**src/rtl/cpu_controller_fsm.sv**
```systemverilog
// cpu_controller_fsm: Moore instruction sequencer for the 16-bit simple RISC CPU.
// It steps through fetch (IF1, IF2, UPD_PC), DECODE, and the per-instruction
// execute states. It also drives the register-file, ALU, PC and memory controls.
// Outputs are registered. The next state's output word is computed and loaded on
// the same edge as the state, so each output is a function of the current state.
// The exception is the conditional-branch PC load, which follows cond and the
// live status flags while the FSM sits in BRANCH.
//
// state_dbg encoding:
//   0 RST     1 IF1     2 IF2     3 UPD_PC  4 DECODE  5 WR_IMM  6 GET_A
//   7 GET_B   8 ALU     9 WR_REG 10 ADDR   11 LD_ADDR 12 RD1    13 RD2
//  14 GET_D  15 PASS   16 WR_MEM 17 BRANCH 18 LINK   19 JMP    20 LINKX
//  21 HALT
module cpu_controller_fsm #(
    parameter logic UNDEF_HALT = 1'b1
) (
    input  logic       clk,
    input  logic       reset_n,
    input  logic [2:0] opcode,
    input  logic [1:0] op,
    input  logic [2:0] cond,
    input  logic       Z,
    input  logic       N,
    input  logic       V,
    output logic       reset_pc,
    output logic       load_pc,
    output logic [1:0] pc_sel,
    output logic       addr_sel,
    output logic       load_addr,
    output logic       load_ir,
    output logic [1:0] mem_cmd,
    output logic [2:0] nsel,
    output logic [1:0] vsel,
    output logic       loada,
    output logic       loadb,
    output logic       asel,
    output logic       bsel,
    output logic       loadc,
    output logic       loads,
    output logic       write,
    output logic       halt,
    output logic [4:0] state_dbg
);

    typedef enum logic [4:0] {
        S_RST     = 5'd0,
        S_IF1     = 5'd1,
        S_IF2     = 5'd2,
        S_UPD_PC  = 5'd3,
        S_DECODE  = 5'd4,
        S_WR_IMM  = 5'd5,
        S_GET_A   = 5'd6,
        S_GET_B   = 5'd7,
        S_ALU     = 5'd8,
        S_WR_REG  = 5'd9,
        S_ADDR    = 5'd10,
        S_LD_ADDR = 5'd11,
        S_RD1     = 5'd12,
        S_RD2     = 5'd13,
        S_GET_D   = 5'd14,
        S_PASS    = 5'd15,
        S_WR_MEM  = 5'd16,
        S_BRANCH  = 5'd17,
        S_LINK    = 5'd18,
        S_JMP     = 5'd19,
        S_LINKX   = 5'd20,
        S_HALT    = 5'd21
    } state_t;

    // Control word: one field per datapath/memory control output.
    typedef struct packed {
        logic       reset_pc;
        logic       load_pc;
        logic [1:0] pc_sel;
        logic       addr_sel;
        logic       load_addr;
        logic       load_ir;
        logic [1:0] mem_cmd;
        logic [2:0] nsel;
        logic [1:0] vsel;
        logic       loada;
        logic       loadb;
        logic       asel;
        logic       bsel;
        logic       loadc;
        logic       loads;
        logic       write;
        logic       halt;
    } ctrl_t;

    localparam logic [2:0] OPC_BRANCH = 3'b001;
    localparam logic [2:0] OPC_BLINK  = 3'b010;
    localparam logic [2:0] OPC_LDR    = 3'b011;
    localparam logic [2:0] OPC_STR    = 3'b100;
    localparam logic [2:0] OPC_ALU    = 3'b101;
    localparam logic [2:0] OPC_MOV    = 3'b110;
    localparam logic [2:0] OPC_HALT   = 3'b111;

    localparam logic [1:0] MEM_NONE  = 2'b00;
    localparam logic [1:0] MEM_READ  = 2'b01;
    localparam logic [1:0] MEM_WRITE = 2'b10;

    localparam logic [2:0] NSEL_RN = 3'b001;
    localparam logic [2:0] NSEL_RD = 3'b010;
    localparam logic [2:0] NSEL_RM = 3'b100;

    localparam logic [1:0] VSEL_C     = 2'b00;
    localparam logic [1:0] VSEL_MDATA = 2'b01;
    localparam logic [1:0] VSEL_IMM   = 2'b10;
    localparam logic [1:0] VSEL_PC    = 2'b11;

    localparam logic [1:0] PCSEL_INC = 2'b00;
    localparam logic [1:0] PCSEL_REL = 2'b01;
    localparam logic [1:0] PCSEL_REG = 2'b10;

    state_t state_q;
    state_t state_d;
    ctrl_t  ctrl_q;
    ctrl_t  ctrl_d;
    logic   br_load;

    // Branch condition evaluated against the status flags.
    function automatic logic cond_taken(input logic [2:0] c, input logic z,
                                        input logic n, input logic v);
        logic t;
        case (c)
            3'b000:  t = 1'b1;             // B   : always
            3'b001:  t = z;                // BEQ
            3'b010:  t = ~z;               // BNE
            3'b011:  t = n ^ v;            // BLT
            3'b100:  t = z | (n ^ v);      // BLE
            default: t = 1'b0;             // reserved: never taken
        endcase
        return t;
    endfunction

    // Dispatch from DECODE on the instruction class.
    function automatic state_t decode_dispatch(input logic [2:0] opc, input logic [1:0] o);
        state_t s;
        s = UNDEF_HALT ? S_HALT : S_IF1;
        case (opc)
            OPC_MOV: begin
                if (o == 2'b10)      s = S_WR_IMM;
                else if (o == 2'b00) s = S_GET_A;
            end
            OPC_ALU:    s = S_GET_A;
            OPC_LDR:    if (o == 2'b00) s = S_GET_A;
            OPC_STR:    if (o == 2'b00) s = S_GET_A;
            OPC_BRANCH: if (o == 2'b00) s = S_BRANCH;
            OPC_BLINK: begin
                if (o == 2'b11)                      s = S_LINK;
                else if (o == 2'b00 || o == 2'b10)   s = S_GET_D;
            end
            OPC_HALT:   s = S_HALT;
            default:    ;
        endcase
        return s;
    endfunction

    // Next-state transition. IR fields are stable from DECODE to the end of the
    // instruction, so shared states (GET_A, LD_ADDR, PASS) branch on them.
    function automatic state_t next_state(input state_t s, input logic [2:0] opc,
                                          input logic [1:0] o);
        state_t n;
        case (s)
            S_RST:     n = S_IF1;
            S_IF1:     n = S_IF2;
            S_IF2:     n = S_UPD_PC;
            S_UPD_PC:  n = S_DECODE;
            S_DECODE:  n = decode_dispatch(opc, o);
            S_WR_IMM:  n = S_IF1;
            S_GET_A:   n = (opc == OPC_LDR || opc == OPC_STR) ? S_ADDR : S_GET_B;
            S_GET_B:   n = S_ALU;
            // CMP only updates status, so it has no writeback.
            S_ALU:     n = (opc == OPC_ALU && o == 2'b01) ? S_IF1 : S_WR_REG;
            S_WR_REG:  n = S_IF1;
            S_ADDR:    n = S_LD_ADDR;
            S_LD_ADDR: n = (opc == OPC_LDR) ? S_RD1 : S_GET_D;
            S_RD1:     n = S_RD2;
            S_RD2:     n = S_IF1;
            S_GET_D:   n = S_PASS;
            S_PASS: begin
                if (opc == OPC_STR)                   n = S_WR_MEM;
                else if (opc == OPC_BLINK && o == 2'b10) n = S_LINKX;
                else                                  n = S_JMP;
            end
            S_WR_MEM:  n = S_IF1;
            S_BRANCH:  n = S_IF1;
            S_LINK:    n = S_IF1;
            // BLX: Rd has already been captured in C, so R7 can be overwritten.
            S_LINKX:   n = S_JMP;
            S_JMP:     n = S_IF1;
            S_HALT:    n = S_HALT;
            default:   n = S_RST;
        endcase
        return n;
    endfunction

    // Control word asserted while the FSM sits in state s.
    function automatic ctrl_t state_outputs(input state_t s, input logic [2:0] opc,
                                            input logic [1:0] o);
        ctrl_t c;
        c = '0;
        case (s)
            S_RST: begin
                c.reset_pc = 1'b1;
                c.load_pc  = 1'b1;
            end
            S_IF1: begin
                c.addr_sel = 1'b1;
                c.mem_cmd  = MEM_READ;
            end
            S_IF2: begin
                c.addr_sel = 1'b1;
                c.mem_cmd  = MEM_READ;
                c.load_ir  = 1'b1;
            end
            S_UPD_PC: begin
                c.load_pc = 1'b1;
                c.pc_sel  = PCSEL_INC;
            end
            S_WR_IMM: begin
                c.nsel  = NSEL_RN;
                c.vsel  = VSEL_IMM;
                c.write = 1'b1;
            end
            S_GET_A: begin
                c.nsel  = NSEL_RN;
                c.loada = 1'b1;
            end
            S_GET_B: begin
                c.nsel  = NSEL_RM;
                c.loadb = 1'b1;
            end
            S_ALU: begin
                c.loadc = 1'b1;
                c.asel  = (opc == OPC_MOV);
                c.loads = (opc == OPC_ALU) && (o == 2'b01);
            end
            S_WR_REG: begin
                c.nsel  = NSEL_RD;
                c.vsel  = VSEL_C;
                c.write = 1'b1;
            end
            S_ADDR: begin
                c.bsel  = 1'b1;
                c.loadc = 1'b1;
            end
            S_LD_ADDR: c.load_addr = 1'b1;
            S_RD1: begin
                c.addr_sel = 1'b0;
                c.mem_cmd  = MEM_READ;
            end
            S_RD2: begin
                c.addr_sel = 1'b0;
                c.mem_cmd  = MEM_READ;
                c.nsel     = NSEL_RD;
                c.vsel     = VSEL_MDATA;
                c.write    = 1'b1;
            end
            S_GET_D: begin
                c.nsel  = NSEL_RD;
                c.loadb = 1'b1;
            end
            S_PASS: begin
                c.asel  = 1'b1;
                c.loadc = 1'b1;
            end
            S_WR_MEM: begin
                c.addr_sel = 1'b0;
                c.mem_cmd  = MEM_WRITE;
            end
            S_LINK: begin
                c.nsel    = NSEL_RN;
                c.vsel    = VSEL_PC;
                c.write   = 1'b1;
                c.load_pc = 1'b1;
                c.pc_sel  = PCSEL_REL;
            end
            S_JMP: begin
                c.load_pc = 1'b1;
                c.pc_sel  = PCSEL_REG;
            end
            S_LINKX: begin
                c.nsel  = NSEL_RN;
                c.vsel  = VSEL_PC;
                c.write = 1'b1;
            end
            S_HALT: c.halt = 1'b1;
            default: c.mem_cmd = MEM_NONE;
        endcase
        return c;
    endfunction

    assign state_d = next_state(state_q, opcode, op);
    assign ctrl_d  = state_outputs(state_d, opcode, op);

    // State and registered control word; reset aborts any instruction at once.
    always_ff @(posedge clk or negedge reset_n) begin
        if (!reset_n) begin
            state_q          <= S_RST;
            ctrl_q           <= '0;
            ctrl_q.reset_pc  <= 1'b1;
            ctrl_q.load_pc   <= 1'b1;
        end else begin
            state_q <= state_d;
            ctrl_q  <= ctrl_d;
        end
    end

    // A taken conditional branch loads PC+1+sximm8 from BRANCH.
    assign br_load = (state_q == S_BRANCH) && cond_taken(cond, Z, N, V);

    assign reset_pc  = ctrl_q.reset_pc;
    assign load_pc   = ctrl_q.load_pc | br_load;
    assign pc_sel    = br_load ? PCSEL_REL : ctrl_q.pc_sel;
    assign addr_sel  = ctrl_q.addr_sel;
    assign load_addr = ctrl_q.load_addr;
    assign load_ir   = ctrl_q.load_ir;
    assign mem_cmd   = ctrl_q.mem_cmd;
    assign nsel      = ctrl_q.nsel;
    assign vsel      = ctrl_q.vsel;
    assign loada     = ctrl_q.loada;
    assign loadb     = ctrl_q.loadb;
    assign asel      = ctrl_q.asel;
    assign bsel      = ctrl_q.bsel;
    assign loadc     = ctrl_q.loadc;
    assign loads     = ctrl_q.loads;
    assign write     = ctrl_q.write;
    assign halt      = ctrl_q.halt;
    assign state_dbg = state_q;

endmodule

```
**config.mk**
```make
export PLATFORM = sky130hd
export DESIGN_NAME = cpu_controller_fsm
export DESIGN_NICKNAME = d
export VERILOG_FILES = /design/src/rtl/cpu_controller_fsm.sv
export SDC_FILE = /design/constraint.sdc
export NUM_CORES = 1
export LEC_CHECK = 0
export ABC_CLOCK_PERIOD_IN_PS = 2000
export BUFFER_PORTS_ARGS = -buffer_cell sky130_fd_sc_hd__buf_2
export CORE_ASPECT_RATIO = 0.6
export CORE_UTILIZATION = 30
export DETAILED_ROUTE_END_ITERATION = 7
export PLACE_DENSITY = 0.51
export SKIP_LAST_GASP = 1
export SYNTH_ARGS = -nofsm -noshare
export SYNTH_HDL_FRONTEND = slang
export SYNTH_SLANG_ARGS = --single-unit
```
**constraint.sdc**
```tcl
create_clock -name clk -period 2 [get_ports clk]
set_input_delay 0.1 -clock clk [delete_from_list [all_inputs] [get_ports clk]]
set_output_delay 0.1 -clock clk [all_outputs]
set_load 0.005 [all_outputs]
```
==> results.py <==
metrics = {
    "setup_path": {
        "cpPeakStageDelay_ps": 470,
        "end_kind": "flop",
        "crit_fanout": 9,
        "critPathRequiredTime_ps": 2200,
        "slowest_stage": "dfrtp_2",
        "cp.arrival_ps": 2180,
        "crit_type": "reg2reg",
        "cp-start-kind": "flop",
        "crit_chain": "nand2b_1 -> o22ai_1 -> or3_1 -> and4b_2 -> or3_4 -> a22oi_2",
        "cpLargestDelayFamily": "simple AND/OR/NAND/NOR gates",
        "path_buf_inv": 0,
    },
    "global_route": {
        "grt_antenna_before_repair": 0,
        "grt_max_degree": 28,
        "grt_pass1_vias": 1394,
        "grt-ovfl-total": 0,
        "grt_pass1_wl_um": 7320,
        "gr-usage-all-layers": 0.1635,
    },
    "logic_synthesis": {
        "synth_cell_types": 59,
        "synthCells": 179,
        "netlist.area_leader.share": 0.3734,
        "synth.avg_cell_area_sq_um": 9.360,
        "synthArstFlopShare": 1.000,
        "synth.most_common_cell": "dfrtp_1",
        "synth_edf_count": 0,
        "synthFlopType": "dfrtp_1",
        "synth_nets": 192,
        "syn_area_sq_um": 1675,
        "yosysWarnings": 0,
        "synth_seq_cells": 27,
        "yosysTopAreaCell": "dfrtp_1",
        "synth.top_cells.by_count": "25 x dfrtp_1, 11 x a21oi_1, 11 x nand2_1, 11 x nor2_1, 10 x nand2b_1",
        "yosysSeqAreaShare": 0.4048,
        "synth.area.top_cells": "dfrtp_1 37%, buf_4 4.0%, nand2b_1 3.7%, a21oi_1 3.3%, dfstp_2 3.1%",
    },
    "placed_design": {
        "hpwl_um": 3406,
        "placedCellCount": 290,
        "numPortBuffers": 39,
        "place.gp.congestion": 0.8153,
    },
    "routing": {
        "drc": 1,
        "avgViaCountPerCell": 5.003,
        "vias": 1516,
        "dr.pass1.iters": 8,
        "totalWireLength_um": 4610,
        "routedWlPerCell_um": 15.21,
        "final_antenna_net_count": 0,
        "first_iter_violations": 109,
    },
    "timing": {
        "hold_violations": 0,
        "slew_viol_final": 0,
        "timing.fmax_ghz": 0.5048,
        "slew-limit-headroom": 0.6053,
        "tightest_slew_ps": 592.1,
        "fin_crit_ps": 1981,
        "rsz0062_at_grt": "yes",
        "fin_setup_tns_ps": 0,
        "finClkSkew_ps": 5.231,
        "finalCritPeriodShare": 0.9906,
        "setup_viol": 0,
    },
    "power_and_ir_drop": {
        "peakVddDrop_uv": 577.0,
        "power_density_nw_per_um2": 1351,
        "total_power_w": 0.002974,
        "leakage_nw": 1.077,
    },
    "floorplanning": {
        "row_count": 20,
        "dieArea_sq_um": 5897,
        "coreArea_sq_um": 5205,
        "die_y_um": 59.89,
        "die_x_um": 98.48,
        "io_pins": 40,
        "start_util": 0.3219,
    },
    "clock_network": {
        "htreeDepth": 1,
        "cts_max_path_buffers": 2,
        "clkTransAtPathRegs_ps": 90,
        "cts.sinks": 27,
        "clk_latency_ps": 270,
        "cts_tree": "yes",
        "root_buffer": "clkbuf_8",
        "cts_inserted_buffers": 3,
    },
    "finish": {
        "area_delta_synth_final_pct": 31.37,
        "antenna_cells": 0,
        "nFillCells": 539,
        "final_cells": 303,
        "nets": 251,
        "drive_above_1_share": 0.4515,
    },
    "outcome": {
        "failed_checks": "design-rule violations",
        "outcome": "finished, violations left",
    },
    "flow_run": {
        "maxCapViolCount": 0,
    },
    "hold_path": {
        "min_path_type": "in2reg",
    },
}
-- cell families (layout without fill, tap and decap cells) --
kind of cell,Yosys count,in the layout,share of synthesized area
AO/OA/AOI/OAI,42,42,0.1867
buffers and inverters,27,85,0.09484
flip-flops,27,27,0.4048
AND/OR/NAND/NOR,81,81,0.3025
multiplexers,1,1,0.005975
XOR/XNOR,1,1,0.005229
-- sequential cells by signal, indices dropped and copies added, names as in the netlist, 2 cells and up --
register   cells
ctrl_q         3
state_dbg      5
vsel           2
nsel           3
mem_cmd        2
-- per-layer routing --
metal,global-route usage,part of all wire
met1,0.2504,0.55
met2,0.2344,0.39
met3,0.03392,0.051
met4,0.03412,0.0054
met5,0,0
-- cell usage in the layout (no fill, tap or decap), types with 3 or more instances in the layout --
cell type and n:
buf_2 39, buf_4 32, dfrtp_1 20, nand2_1 11, nand2b_1 10, a21oi_1 10
nor2_1 10, inv_1 6, nand3_1 5, dfrtp_2 5, nor2b_1 4, o21ai_1 4
or2_2 3, and2_1 3, nand4_1 3, nand3b_1 3, clkbuf_8 3
-- what timing repair did --
action,in CTS,in global routing
hold buffers,1,0
setup buffers,2,6
pin swaps,1,2
endpoints found under the hold margin,25,0
resized for setup,3,18
setup endpoints to repair,8,13
-- tightest hold or removal path, stage by stage --
cell,delay [ps]
buf_2,140
nand3b_1,130
nor4_1,60
-- per-stage QoR --
step	utilization	instance area (sq um)	worst slack (ps)	hold WS [ps]
3_5_place_dp	0.3882	2021	-44.60	143.1
5_1_grt	0.4228	2201	-69.09	236.5
6_report	0.4228	2201	18.82	192.7
2_1_floorplan	-	1680	3.431	-195.6
3_3_place_gp	0.3882	2021	-64.40	142.1
4_1_cts	0.4026	2096	-8.821	180.2
-- final cells by class --
cell class                 instances  area, sq um  area share
clock inverter                     1        5.005    0.002274
sequential                        27        684.4      0.3110
timing repair buffer              74        467.9      0.2126
tap                               66        82.58     0.03752
clock buffer                       3        41.29     0.01876
inverter                           7        26.28     0.01194
multi-input combinational        125        893.4      0.4059
-- where the power goes --
part	switching (W)	leakage (nW)	internal, W
sequential	0.000119	0.352	0.000691
clock	0.000167	0.0255	0.000140
combinational	0.000982	0.700	0.000875
total	0.00127	1.08	0.00171
-- worst paths after layout --
path	cells after the start	startpoint	slack, ps	endpoint
worst max-delay path	6	state_dbg[3]$_DFF_PN0_	20	mem_cmd[0]$_DFF_PN0_
max in group asynchronous	2	reset_n	1220	state_dbg[4]$_DFF_PN0_
worst min register to register	3	state_dbg[2]$_DFF_PN0_	740	loads$_DFF_PN0_
worst min-delay path	3	op[0]	190	loads$_DFF_PN0_
min in group asynchronous	2	reset_n	360	halt$_DFF_PN0_
worst max register to register	6	state_dbg[3]$_DFF_PN0_	20	mem_cmd[0]$_DFF_PN0_
Note: power is estimated with default switching activity, not from simulation.
